===== src/rtl/bsw_pkg.sv =====
// Shared FSM encoding and length-to-word helper for the banded Smith-Waterman tile loader.
// A "word" here is one BRAM entry holding 2**block_width bases.
package bsw_pkg;

  typedef enum logic [2:0] {
    ST_IDLE,
    ST_WAIT_ARRAY,
    ST_LOAD_REF,
    ST_LOAD_QUERY,
    ST_FLUSH,
    ST_START
  } state_t;

  // Number of words needed to hold len bases, rounding a partial word up.
  function automatic logic [31:0] words_for_len(input logic [31:0] len,
                                                input int unsigned block_width);
    logic [31:0] round_up;
    round_up = (32'd1 << block_width) - 32'd1;
    return (len + round_up) >> block_width;
  endfunction

endpackage


===== src/rtl/bsw_tile_loader.sv =====
// Loads one tile (ref then query words) into the array BRAMs and pulses start; writes land 1 cycle
// after each accepted beat, start 2 cycles after the last beat; seq_valid gaps simply stall the load.
module bsw_tile_loader
  import bsw_pkg::*;
#(
  parameter int LOG_MAX_TILE_SIZE = 11,
  parameter int BLOCK_WIDTH = 3,
  localparam int AW = LOG_MAX_TILE_SIZE - BLOCK_WIDTH
) (
  input  logic                          clk,
  input  logic                          rst,
  input  logic                          desc_valid,
  output logic                          desc_ready,
  input  logic [LOG_MAX_TILE_SIZE-1:0]  desc_ref_len,
  input  logic [LOG_MAX_TILE_SIZE-1:0]  desc_query_len,
  input  logic [7:0]                    desc_align_fields,
  input  logic [31:0]                   desc_tile_id,
  input  logic                          seq_valid,
  output logic                          seq_ready,
  input  logic [8*(2**BLOCK_WIDTH)-1:0] seq_data,
  input  logic                          array_ready,
  output logic                          ref_wr_en,
  output logic                          query_wr_en,
  output logic [AW-1:0]                 ref_addr,
  output logic [AW-1:0]                 query_addr,
  output logic [8*(2**BLOCK_WIDTH)-1:0] ref_in,
  output logic [8*(2**BLOCK_WIDTH)-1:0] query_in,
  output logic [LOG_MAX_TILE_SIZE-1:0]  ref_len,
  output logic [LOG_MAX_TILE_SIZE-1:0]  query_len,
  output logic [7:0]                    align_fields,
  output logic [31:0]                   tile_id,
  output logic                          start,
  output logic                          busy
);

  localparam int AWP1 = AW + 1;

  state_t          state, state_nxt;
  logic [AW:0]     ref_words, query_words, phase_words, beat_cnt;
  logic            last_beat;

  assign ref_words   = AWP1'(words_for_len(32'(ref_len), BLOCK_WIDTH));
  assign query_words = AWP1'(words_for_len(32'(query_len), BLOCK_WIDTH));
  assign phase_words = (state == ST_LOAD_REF) ? ref_words : query_words;
  assign last_beat   = (beat_cnt + AWP1'(1)) == phase_words;

  assign start = (state == ST_START);
  assign busy  = (state != ST_IDLE);

  always_ff @(posedge clk) begin
    if (rst) state <= ST_IDLE;
    else     state <= state_nxt;
  end

  always_comb begin
    state_nxt  = state;
    desc_ready = 1'b0;
    seq_ready  = 1'b0;
    unique case (state)
      ST_IDLE: begin
        desc_ready = 1'b1;
        if (desc_valid) state_nxt = ST_WAIT_ARRAY;
      end
      ST_WAIT_ARRAY: begin
        // Empty sequences skip their load phase entirely.
        if (array_ready) begin
          if (ref_words != '0)        state_nxt = ST_LOAD_REF;
          else if (query_words != '0) state_nxt = ST_LOAD_QUERY;
          else                        state_nxt = ST_START;
        end
      end
      ST_LOAD_REF: begin
        seq_ready = 1'b1;
        if (seq_valid && last_beat)
          state_nxt = (query_words == '0) ? ST_FLUSH : ST_LOAD_QUERY;
      end
      ST_LOAD_QUERY: begin
        seq_ready = 1'b1;
        if (seq_valid && last_beat) state_nxt = ST_FLUSH;
      end
      ST_FLUSH: state_nxt = ST_START;
      ST_START: state_nxt = ST_IDLE;
      default:  state_nxt = ST_IDLE;
    endcase
  end

  always_ff @(posedge clk) begin
    if (rst) begin
      ref_wr_en    <= 1'b0;
      query_wr_en  <= 1'b0;
      ref_addr     <= '0;
      query_addr   <= '0;
      ref_in       <= '0;
      query_in     <= '0;
      ref_len      <= '0;
      query_len    <= '0;
      align_fields <= '0;
      tile_id      <= '0;
      beat_cnt     <= '0;
    end else begin
      ref_wr_en   <= 1'b0;
      query_wr_en <= 1'b0;
      if (desc_valid && desc_ready) begin
        ref_len      <= desc_ref_len;
        query_len    <= desc_query_len;
        align_fields <= desc_align_fields;
        tile_id      <= desc_tile_id;
        beat_cnt     <= '0;
      end
      // Word addresses are 1-based and wrap, so beat 2**AW-1 lands on address 0.
      if (seq_valid && seq_ready) begin
        if (state == ST_LOAD_REF) begin
          ref_wr_en <= 1'b1;
          ref_addr  <= beat_cnt[AW-1:0] + AW'(1);
          ref_in    <= seq_data;
        end else begin
          query_wr_en <= 1'b1;
          query_addr  <= beat_cnt[AW-1:0] + AW'(1);
          query_in    <= seq_data;
        end
        beat_cnt <= last_beat ? '0 : beat_cnt + AWP1'(1);
      end
    end
  end

endmodule


===== config.mk =====
export PLATFORM = sky130hd
export DESIGN_NAME = bsw_tile_loader
export DESIGN_NICKNAME = d
export VERILOG_FILES = /design/src/rtl/bsw_pkg.sv /design/src/rtl/bsw_tile_loader.sv
export SDC_FILE = /design/constraint.sdc
export NUM_CORES = 1
export LEC_CHECK = 0
export ABC_AREA = 1
export CORE_MARGIN = 3
export CORE_UTILIZATION = 39
export CTS_CLUSTER_DIAMETER = 30
export DETAILED_ROUTE_END_ITERATION = 10
export PLACE_DENSITY = 0.77
export SLEW_MARGIN = 25
export SYNTH_ARGS = -nofsm -noshare
export SYNTH_HDL_FRONTEND = slang
export SYNTH_SLANG_ARGS = --single-unit
export TNS_END_PERCENT = 5

===== constraint.sdc =====
create_clock -name clk -period 1.9 [get_ports clk]
set_input_delay 0.285 -clock clk [delete_from_list [all_inputs] [get_ports clk]]
set_output_delay 0.285 -clock clk [all_outputs]
set_load 0.01 [all_outputs]

==> flow_summary.rst, run 1 <==
.. list-table::
   :header-rows: 1

   * - Metric
     - Value
   * - Max FO, Critical Path
     - 4
   * - Number of inserted filler cells in the final layout
     - 1,632
   * - Share of layout cells above drive strength 1
     - 15.43%
   * - Vias per std cell
     - 5.084
   * - Total Negative Setup Slacks
     - 0 ns
   * - Post-Syn Instances
     - 1,151
   * - CTS Buffer Depth
     - 3
   * - Root Driver
     - sky130_fd_sc_hd__clkbuf_16
   * - Flip-flop and latch area
     - 4442 um2
   * - Total count of hold-check failures in the final report
     - 0
   * - Hold path start
     - rst
   * - Initial DRT Pass Iterations
     - 5
   * - CTS buffer count
     - 46
   * - Antenna violations before repair
     - 1
   * - Fraction of registers with async set or reset after synthesis
     - 0%
   * - Gr ovfl total
     - 0
   * - Setup violations, final
     - 0
   * - Worst hold slack across all endpoints
     - 0.2469 ns
   * - Max-slew headroom
     - 58.89%
   * - Arrival time of the worst setup path
     - 2.26 ns
   * - Critical path capture point type
     - flop
   * - Register area share after synthesis
     - 51.03%
   * - Dominant combinational cell family by area after synthesis
     - simple AND/OR/NAND/NOR gates
   * - RR Startpoint
     - beat_cnt[6]
   * - Final weighted congestion of routability-driven global placement
     - 0.8804
   * - Result of the run
     - finished clean
   * - Worst skew pair latency
     - 0.53 ns
   * - Global-route usage over all layers
     - 23.92%
   * - Starting density of the core
     - 40.42%
   * - Peak clock frequency supported by timing
     - 527.9 MHz
   * - Final cell count without fillers
     - 1,825
   * - Static power due to leakage
     - 6.020 nW
   * - Power density of the placed cells
     - 1415 nW/um2
   * - Synth top area cells
     - sky130_fd_sc_hd__dfxtp_1 (51%), sky130_fd_sc_hd__nor2_1 (12%), sky130_fd_sc_hd__o21ai_0 (9.5%), sky130_fd_sc_hd__nand2_1 (6.2%), sky130_fd_sc_hd__a21oi_1 (5.1%)
   * - Required time of the critical path
     - 2.26 ns
   * - Vias in the first global route
     - 9,210
   * - Number of input and output port buffers inserted
     - 342
   * - Ports placed on the boundary
     - 343
   * - Multi-input logic area
     - 3951 um2
   * - DRC violations left
     - 0
   * - Final Cycle Share
     - 99.70%
   * - Post-route clock skew
     - 0.03007 ns
   * - Die outline area
     - 23,950 um2
   * - Number of warnings reported in the yosys synthesis log
     - 0
   * - Post-Synthesis Net Count
     - 1,283
   * - Number of violations reported at the end of detailed-routing iteration 0
     - 519
   * - Compound-gate portion of the synthesized area
     - 15.34%
   * - Area of the core region
     - 21,350 um2
   * - Leading area contributor after synthesis
     - sky130_fd_sc_hd__dfxtp_1
   * - Average cell area after synthesis
     - 7.499 um2
   * - Floorplan row count
     - 53
   * - Adder-cell share of the synthesized area
     - 0.1450%
   * - Min Clock Period, post-route
     - 1.894 ns
   * - Worst r2r path cells
     - 13
   * - Global-route wire length before repair
     - 47,310 um
   * - Basic-gate share of the synthesized area counting and, or, nand and nor cells
     - 26.76%
   * - Placement Setup Slack
     - -0.0003034 ns
   * - Predominant post-synthesis flop cell
     - sky130_fd_sc_hd__dfxtp_1
   * - Max_cap viols
     - 0
   * - Worst-Margin Slew
     - 0.6167 ns
   * - Class of the worst hold path
     - input pin to flop
   * - Utilization after layout
     - 67.93%
   * - Number of storage elements in the synthesis netlist
     - 220
   * - Drt wl/cell
     - 17.00 um
   * - Proportion of netlist area held by the largest area contributor
     - 51.03%
   * - Horizontal die dimension
     - 154.8 um
   * - Setup repair after global routing missed its margin
     - true
   * - Num Clock Sinks
     - 220
   * - Portion of netlist area occupied by mux cells
     - 0%
   * - Cell area after technology mapping
     - 8631 um2
   * - Max rail drop VDD
     - 0.0008822 V
   * - Area growth from synthesis to layout
     - 68.06%
   * - EDFF count, synth
     - 0
   * - Number of nets with antenna violations after routing
     - 0
   * - Clock transition time at the flip-flop clock pins of the worst setup and hold paths
     - 0.05 ns
   * - CP Class
     - flop to flop
   * - Number of H-tree levels
     - 2
   * - Final-stage net count
     - 1,651
   * - Worst Setup Start Kind
     - flop
   * - Height of the die
     - 154.8 um
   * - Final HPWL from detailed placement
     - 20,090 um
   * - Library cells used by synthesis
     - 35
   * - CP endpoint
     - beat_cnt[3]
   * - Instance count after placement with tap cells included
     - 1,732
   * - Minimum setup slack among reg-to-reg paths
     - 0.006 ns
   * - Total wire length after detailed routing
     - 31,020 um
   * - CTS tree
     - built
   * - Capture instance of the worst register-to-register path
     - beat_cnt[3]
   * - Max-slew violation total from the final report
     - 0
   * - Vias after detailed routing
     - 9,278
   * - Worst setup slack after layout
     - 0.005759 ns
   * - First element of the critical path
     - beat_cnt[6]
   * - Post-Synth XOR/XNOR Area
     - 0.4929%
   * - Largest net degree at the start of global routing
     - 81
[cell type report]
| type | instances | area share [%] |
|---|---|---|
| Sequential cell | 220 | 30.62 |
| Timing Repair Buffer | 395 | 27.63 |
| Multi-Input combinational cell | 800 | 27.24 |
| Tap cell | 275 | 2.372 |
| Clock buffer | 59 | 8.833 |
| Clock inverter | 19 | 1.717 |
| Inverter | 56 | 1.570 |
| Antenna cell | 1 | 0.01725 |
[critical path: stages, from the launching register on]
cell                      delay (ns)
sky130_fd_sc_hd__dfxtp_1        0.44
sky130_fd_sc_hd__nand2_1        0.10
sky130_fd_sc_hd__nor2_2         0.11
sky130_fd_sc_hd__nand2_1        0.06
sky130_fd_sc_hd__nand2_1        0.07
sky130_fd_sc_hd__nand2_2        0.09
sky130_fd_sc_hd__nand3_1        0.11
sky130_fd_sc_hd__nand3_2        0.08
sky130_fd_sc_hd__nor2_2         0.11
sky130_fd_sc_hd__nand2_2        0.07
sky130_fd_sc_hd__nor2_4         0.16
sky130_fd_sc_hd__nand2_1        0.15
sky130_fd_sc_hd__nand4_1        0.11
sky130_fd_sc_hd__a21oi_1        0.07
[flip-flops by register name (all words and copies together) (netlist names)]
name	flops
query_in	64
ref_in	64
tile_id	32
query_len	11
ref_len	11
beat_cnt	9
align_fields	8
query_addr	8
ref_addr	8
state	3
query_wr_en	1
ref_wr_en	1
[cell usage after synthesis, types with 4 or more instances]
master / instances
sky130_fd_sc_hd__nand3_1: 82
sky130_fd_sc_hd__nand3_2: 10
sky130_fd_sc_hd__buf_2: 16
sky130_fd_sc_hd__dfxtp_1: 220
sky130_fd_sc_hd__buf_1: 4
sky130_fd_sc_hd__inv_2: 5
sky130_fd_sc_hd__nor2_2: 4
sky130_fd_sc_hd__o21ai_0: 163
sky130_fd_sc_hd__clkbuf_1: 53
sky130_fd_sc_hd__nand2_1: 142
sky130_fd_sc_hd__nand2_2: 5
sky130_fd_sc_hd__nand4_1: 9
sky130_fd_sc_hd__nor2_4: 6
sky130_fd_sc_hd__inv_1: 49
sky130_fd_sc_hd__a21oi_1: 88
sky130_fd_sc_hd__nor2_1: 269
[report_power, final]
part           internal [mW]  leakage, nW  switching (mW)
registers               5.53         1.80           0.503
logic                   3.00         3.47            3.63
clock network           5.29        0.753            2.58
total                   13.8         6.02            6.71
[layout by cell type (no fill, tap or decap), drive strengths merged, types with 9 or more instances in the layout]
master and instances:
a21oi 88, buf 53, clkbuf 60, clkdlybuf4s50 337
clkinv 9, dfxtp 220, inv 61, nand2 149
nand3 93, nand4 11, nor2 279, o21ai 165
[logic make-up after synthesis]
| kind of cell | Yosys count |
|---|---|
| DFF | 220 |
| AOI/OAI and AO/OA | 259 |
| adders and majority gates | 1 |
| xor gates and xnor gates | 4 |
| buffers and inverters | 132 |
| and+or+nand+nor | 535 |
[routing by layer]
layer / routed length (um) / part of all wire, % / vias to the layer above / global-route usage [%]
met2: 15280 / 49 / 370 / 41.08
met4: 775 / 2.5 / 0 / 7.696
li1: - / - / 4516 / -
met3: 3037 / 9.8 / 58 / 9.373
met5: 0 / 0 / - / 0
met1: 11930 / 38 / 4334 / 27.36
[worst min-delay path by stage]
stage | to | slack, ns | cells after the start
detailed placement | tile_id[10] | 0.45 | 2
floorplan | query_in[62] | 0.42 | 2
finish | query_in[5] | 0.25 | 4
global placement | tile_id[2] | 0.45 | 2
global route | state[1] | 0.27 | 4
CTS | state[1] | 0.23 | 4
[per-stage QoR]
stage                     total power, mW  instance area, um2
after global placement              12.15               12550
final                               20.53               14510
after detailed placement            12.23               12550
after global routing                21.57               14510
after CTS                           20.23               14100
after floorplan                     9.068                8631
[timing repair]
item	in CTS	in global routing
hold endpoints to repair	0	0
pin swaps	2	24
hold buffers	0	0
resized for setup	8	92
gates cloned	0	2
endpoints found under the setup margin	12	82
setup buffers	2	10
Note: power is estimated with default switching activity, not from simulation.
==> inputs of run 2 (changes only) <==
--- a/config.mk
+++ b/config.mk
@@ -6,11 +6,13 @@
 export NUM_CORES = 1
 export LEC_CHECK = 0
 export ABC_AREA = 1
+export CELL_PAD_IN_SITES_DETAIL_PLACEMENT = 0
+export CELL_PAD_IN_SITES_GLOBAL_PLACEMENT = 1
 export CORE_MARGIN = 3
-export CORE_UTILIZATION = 39
+export CORE_UTILIZATION = 27
 export CTS_CLUSTER_DIAMETER = 30
 export DETAILED_ROUTE_END_ITERATION = 10
-export PLACE_DENSITY = 0.77
+export PLACE_DENSITY = 0.76
 export SLEW_MARGIN = 25
 export SYNTH_ARGS = -nofsm -noshare
 export SYNTH_HDL_FRONTEND = slang
==> run 2 against run 1 <==
Net effect: power up 11%; first-iteration DRC count decreased by 23%; cell area is 5.1% higher; clock-buffer cell count increased by 15; register-to-register slack about the same; fmax up 0.19%; final cell count rose by 8.9%; core utilization down 19 points; hold slack got worse by 0.029 ns; die area rose by 43%; setup slack better by 0.0037 ns; via count fell by 1.8%; critical path type is now flop to output pin.
==> flow_summary.rst, run 2 (same netlist as run 1, synthesis figures left out) <==
.. list-table::
   :header-rows: 1

   * - Metric
     - Value
   * - Gr ovfl total
     - 0
   * - Result of the run
     - finished clean
   * - Post-route clock skew
     - 0.02794 ns
   * - Num Clock Sinks
     - 220
   * - Kind of cell adding the most delay to the critical path
     - buffers and inverters
   * - Slowest library cell on the worst path
     - sky130_fd_sc_hd__dfxtp_1
   * - Worst Setup Start Kind
     - flop
   * - Max FO, Critical Path
     - 4
   * - Clock transition time at the flip-flop clock pins of the worst setup and hold paths
     - 0.04 ns
   * - CTS tree
     - built
   * - Class of the worst hold path
     - input pin to flop
   * - Max rail drop VDD
     - 0.0007643 V
   * - Setup repair after global routing missed its margin
     - true
   * - CP Cell Sequence
     - buf_4, nor2_1, inv_2, nor2_4, buf_4, buf_2
   * - Final weighted congestion of routability-driven global placement
     - 0.8318
   * - Static power due to leakage
     - 6.377 nW
   * - Vias after detailed routing
     - 9,107
   * - Hold path start
     - rst
   * - Worst skew pair latency
     - 0.56 ns
   * - Buffers plus inverters on the worst setup path
     - 4
   * - Number of H-tree levels
     - 2
   * - Setup violations, final
     - 0
   * - Share of layout cells above drive strength 1
     - 16.46%
   * - Worst-Margin Slew
     - 0.6391 ns
   * - Peak clock frequency supported by timing
     - 528.9 MHz
   * - Worst setup slack after layout
     - 0.009411 ns
   * - First element of the critical path
     - state[1]
   * - Critical path capture point type
     - output pin
   * - Regs by FF count
     - query_in: 64 flops, ref_in: 64 flops, tile_id: 32 flops
   * - Root Driver
     - sky130_fd_sc_hd__clkbuf_16
   * - Most frequent standard cell in the layout excluding fill and tap cells
     - sky130_fd_sc_hd__clkdlybuf4s50_1
   * - Required time of the critical path
     - 1.62 ns
   * - Die outline area
     - 34,150 um2
   * - Number of inserted filler cells in the final layout
     - 2,985
   * - Max_cap viols
     - 0
   * - Min Clock Period, post-route
     - 1.891 ns
   * - Floorplan row count
     - 64
   * - Total power draw
     - 22.76 mW
   * - Antenna violations before repair
     - 1
   * - Height of the die
     - 184.8 um
   * - Final-stage net count
     - 1,680
   * - Total count of hold-check failures in the final report
     - 0
   * - Most numerous cell on the critical path
     - sky130_fd_sc_hd__buf_4
   * - Horizontal die dimension
     - 184.8 um
   * - Max-slew violation total from the final report
     - 0
   * - Number of antenna cells inserted
     - 0
   * - Hold-critical path endpoint
     - state[0]
   * - CP peak stage delay
     - 0.33 ns
   * - Number of nets with antenna violations after routing
     - 0
   * - Worst r2r path cells
     - 14
   * - Utilization after layout
     - 49.08%
   * - Final cell count without fillers
     - 1,988
   * - Total Negative Setup Slacks
     - 0 ns
   * - Number of input and output port buffers inserted
     - 342
   * - Area growth from synthesis to layout
     - 76.69%
   * - Minimum setup slack among reg-to-reg paths
     - 0.02 ns
   * - Initial DRT Pass Iterations
     - 5
   * - DRC violations left
     - 0
   * - Arrival time of the worst setup path
     - 1.61 ns
   * - Final HPWL from detailed placement
     - 22,410 um
   * - Global-route usage over all layers
     - 18.02%
   * - CTS Buffer Depth
     - 3
   * - RR Startpoint
     - beat_cnt[0]
   * - CTS Hold Buffers Added
     - 0
   * - Placement Setup Slack
     - -0.03214 ns
   * - Vias in the first global route
     - 9,164
   * - Total wire length after detailed routing
     - 32,270 um
   * - Global-route wire length before repair
     - 49,380 um
   * - Drt wl/cell
     - 16.23 um
   * - Number of violations reported at the end of detailed-routing iteration 0
     - 399
   * - CP Class
     - flop to output pin
   * - Post-DP Area
     - 12,950 um2
   * - Vias per std cell
     - 4.581
   * - Max-slew headroom
     - 57.39%
   * - Worst hold slack across all endpoints
     - 0.2176 ns
   * - Final Cycle Share
     - 99.50%
   * - Starting density of the core
     - 27.78%
   * - CTS buffer count
     - 55
   * - Most frequent cells in the layout
     - sky130_fd_sc_hd__clkdlybuf4s50_1 (334), sky130_fd_sc_hd__nor2_1 (266), sky130_fd_sc_hd__dfxtp_1 (208), sky130_fd_sc_hd__o21ai_0 (162), sky130_fd_sc_hd__nand2_1 (129)
   * - Ports placed on the boundary
     - 343
   * - Capture instance of the worst register-to-register path
     - state[0]
   * - Area of the core region
     - 31,070 um2
   * - Instance count after placement with tap cells included
     - 1,883
   * - Largest net degree at the start of global routing
     - 81
   * - Final Cell Area
     - 15,250 um2
   * - Power density of the placed cells
     - 1492 nW/um2
   * - Hold Crit Depth
     - 4
[run 2: cell count changes in the layout (fill, tap and decap cells not counted), moves of 5 or more]
cell                        delta
sky130_fd_sc_hd__buf_4        +17
sky130_fd_sc_hd__bufinv_16     +7
sky130_fd_sc_hd__clkbuf_16     +7
sky130_fd_sc_hd__clkbuf_8      +5
sky130_fd_sc_hd__dfxtp_1       +8
sky130_fd_sc_hd__nand2_1       +5
sky130_fd_sc_hd__nand2_2       -6
[run 2: worst register-to-register path: cells and delay by family, from the launching register on]
kind,cells,cell delay (ns)
flops,1,0.36
simple gates,10,0.83
fa+ha+maj,1,0.17
buf+inv,2,0.27
xor+xnor,1,0.15
[run 2: how the worst max path moves through the flow]
stage | end | slack, ns | cells past startpoint
floorplan | state[0] | 0.11 | 15
global placement | ref_addr[0] | 0.04 | 6
detailed placement | beat_cnt[7] | -0.03 | 11
CTS | desc_ready | -0.04 | 6
global route | state[0] | -0.11 | 17
finish | desc_ready | 0.009 | 6
[run 2: what timing repair did]
item                                    in CTS  in global routing
buffers inserted                             1                  3
pin swaps                                    1                 17
endpoints found under the hold margin        0                  0
gates cloned                                 0                  0
resized for setup                           15                 67
endpoints found under the setup margin      14                 37
[run 2: final cells by class]
class | count | area (um2) | area share, %
Clock buffer | 74 | 1558 | 10.21
Clock inverter | 27 | 488.0 | 3.200
Inverter | 56 | 215.2 | 1.411
Multi-Input combinational cell | 799 | 3901 | 25.58
Sequential cell | 220 | 4422 | 29.00
Tap cell | 396 | 495.5 | 3.249
Timing Repair Buffer | 416 | 4170 | 27.35
[run 2: per-layer routing]
metal / wire [um] / global-route usage (%) / share of wire [%]
met4: 1274 / 7.743 / 3.9
met3: 2970 / 7.266 / 9.2
met2: 14950 / 29.40 / 46
met1: 13060 / 20.96 / 40
met5: 13 / 0 / 0.040
[run 2: where the power goes]
part / total [mW] / internal, mW / switching [mW]
logic: 6.64 / 3.05 / 3.59
registers: 5.98 / 5.52 / 0.462
clock network: 10.1 / 7.21 / 2.92
total: 22.8 / 15.8 / 6.97
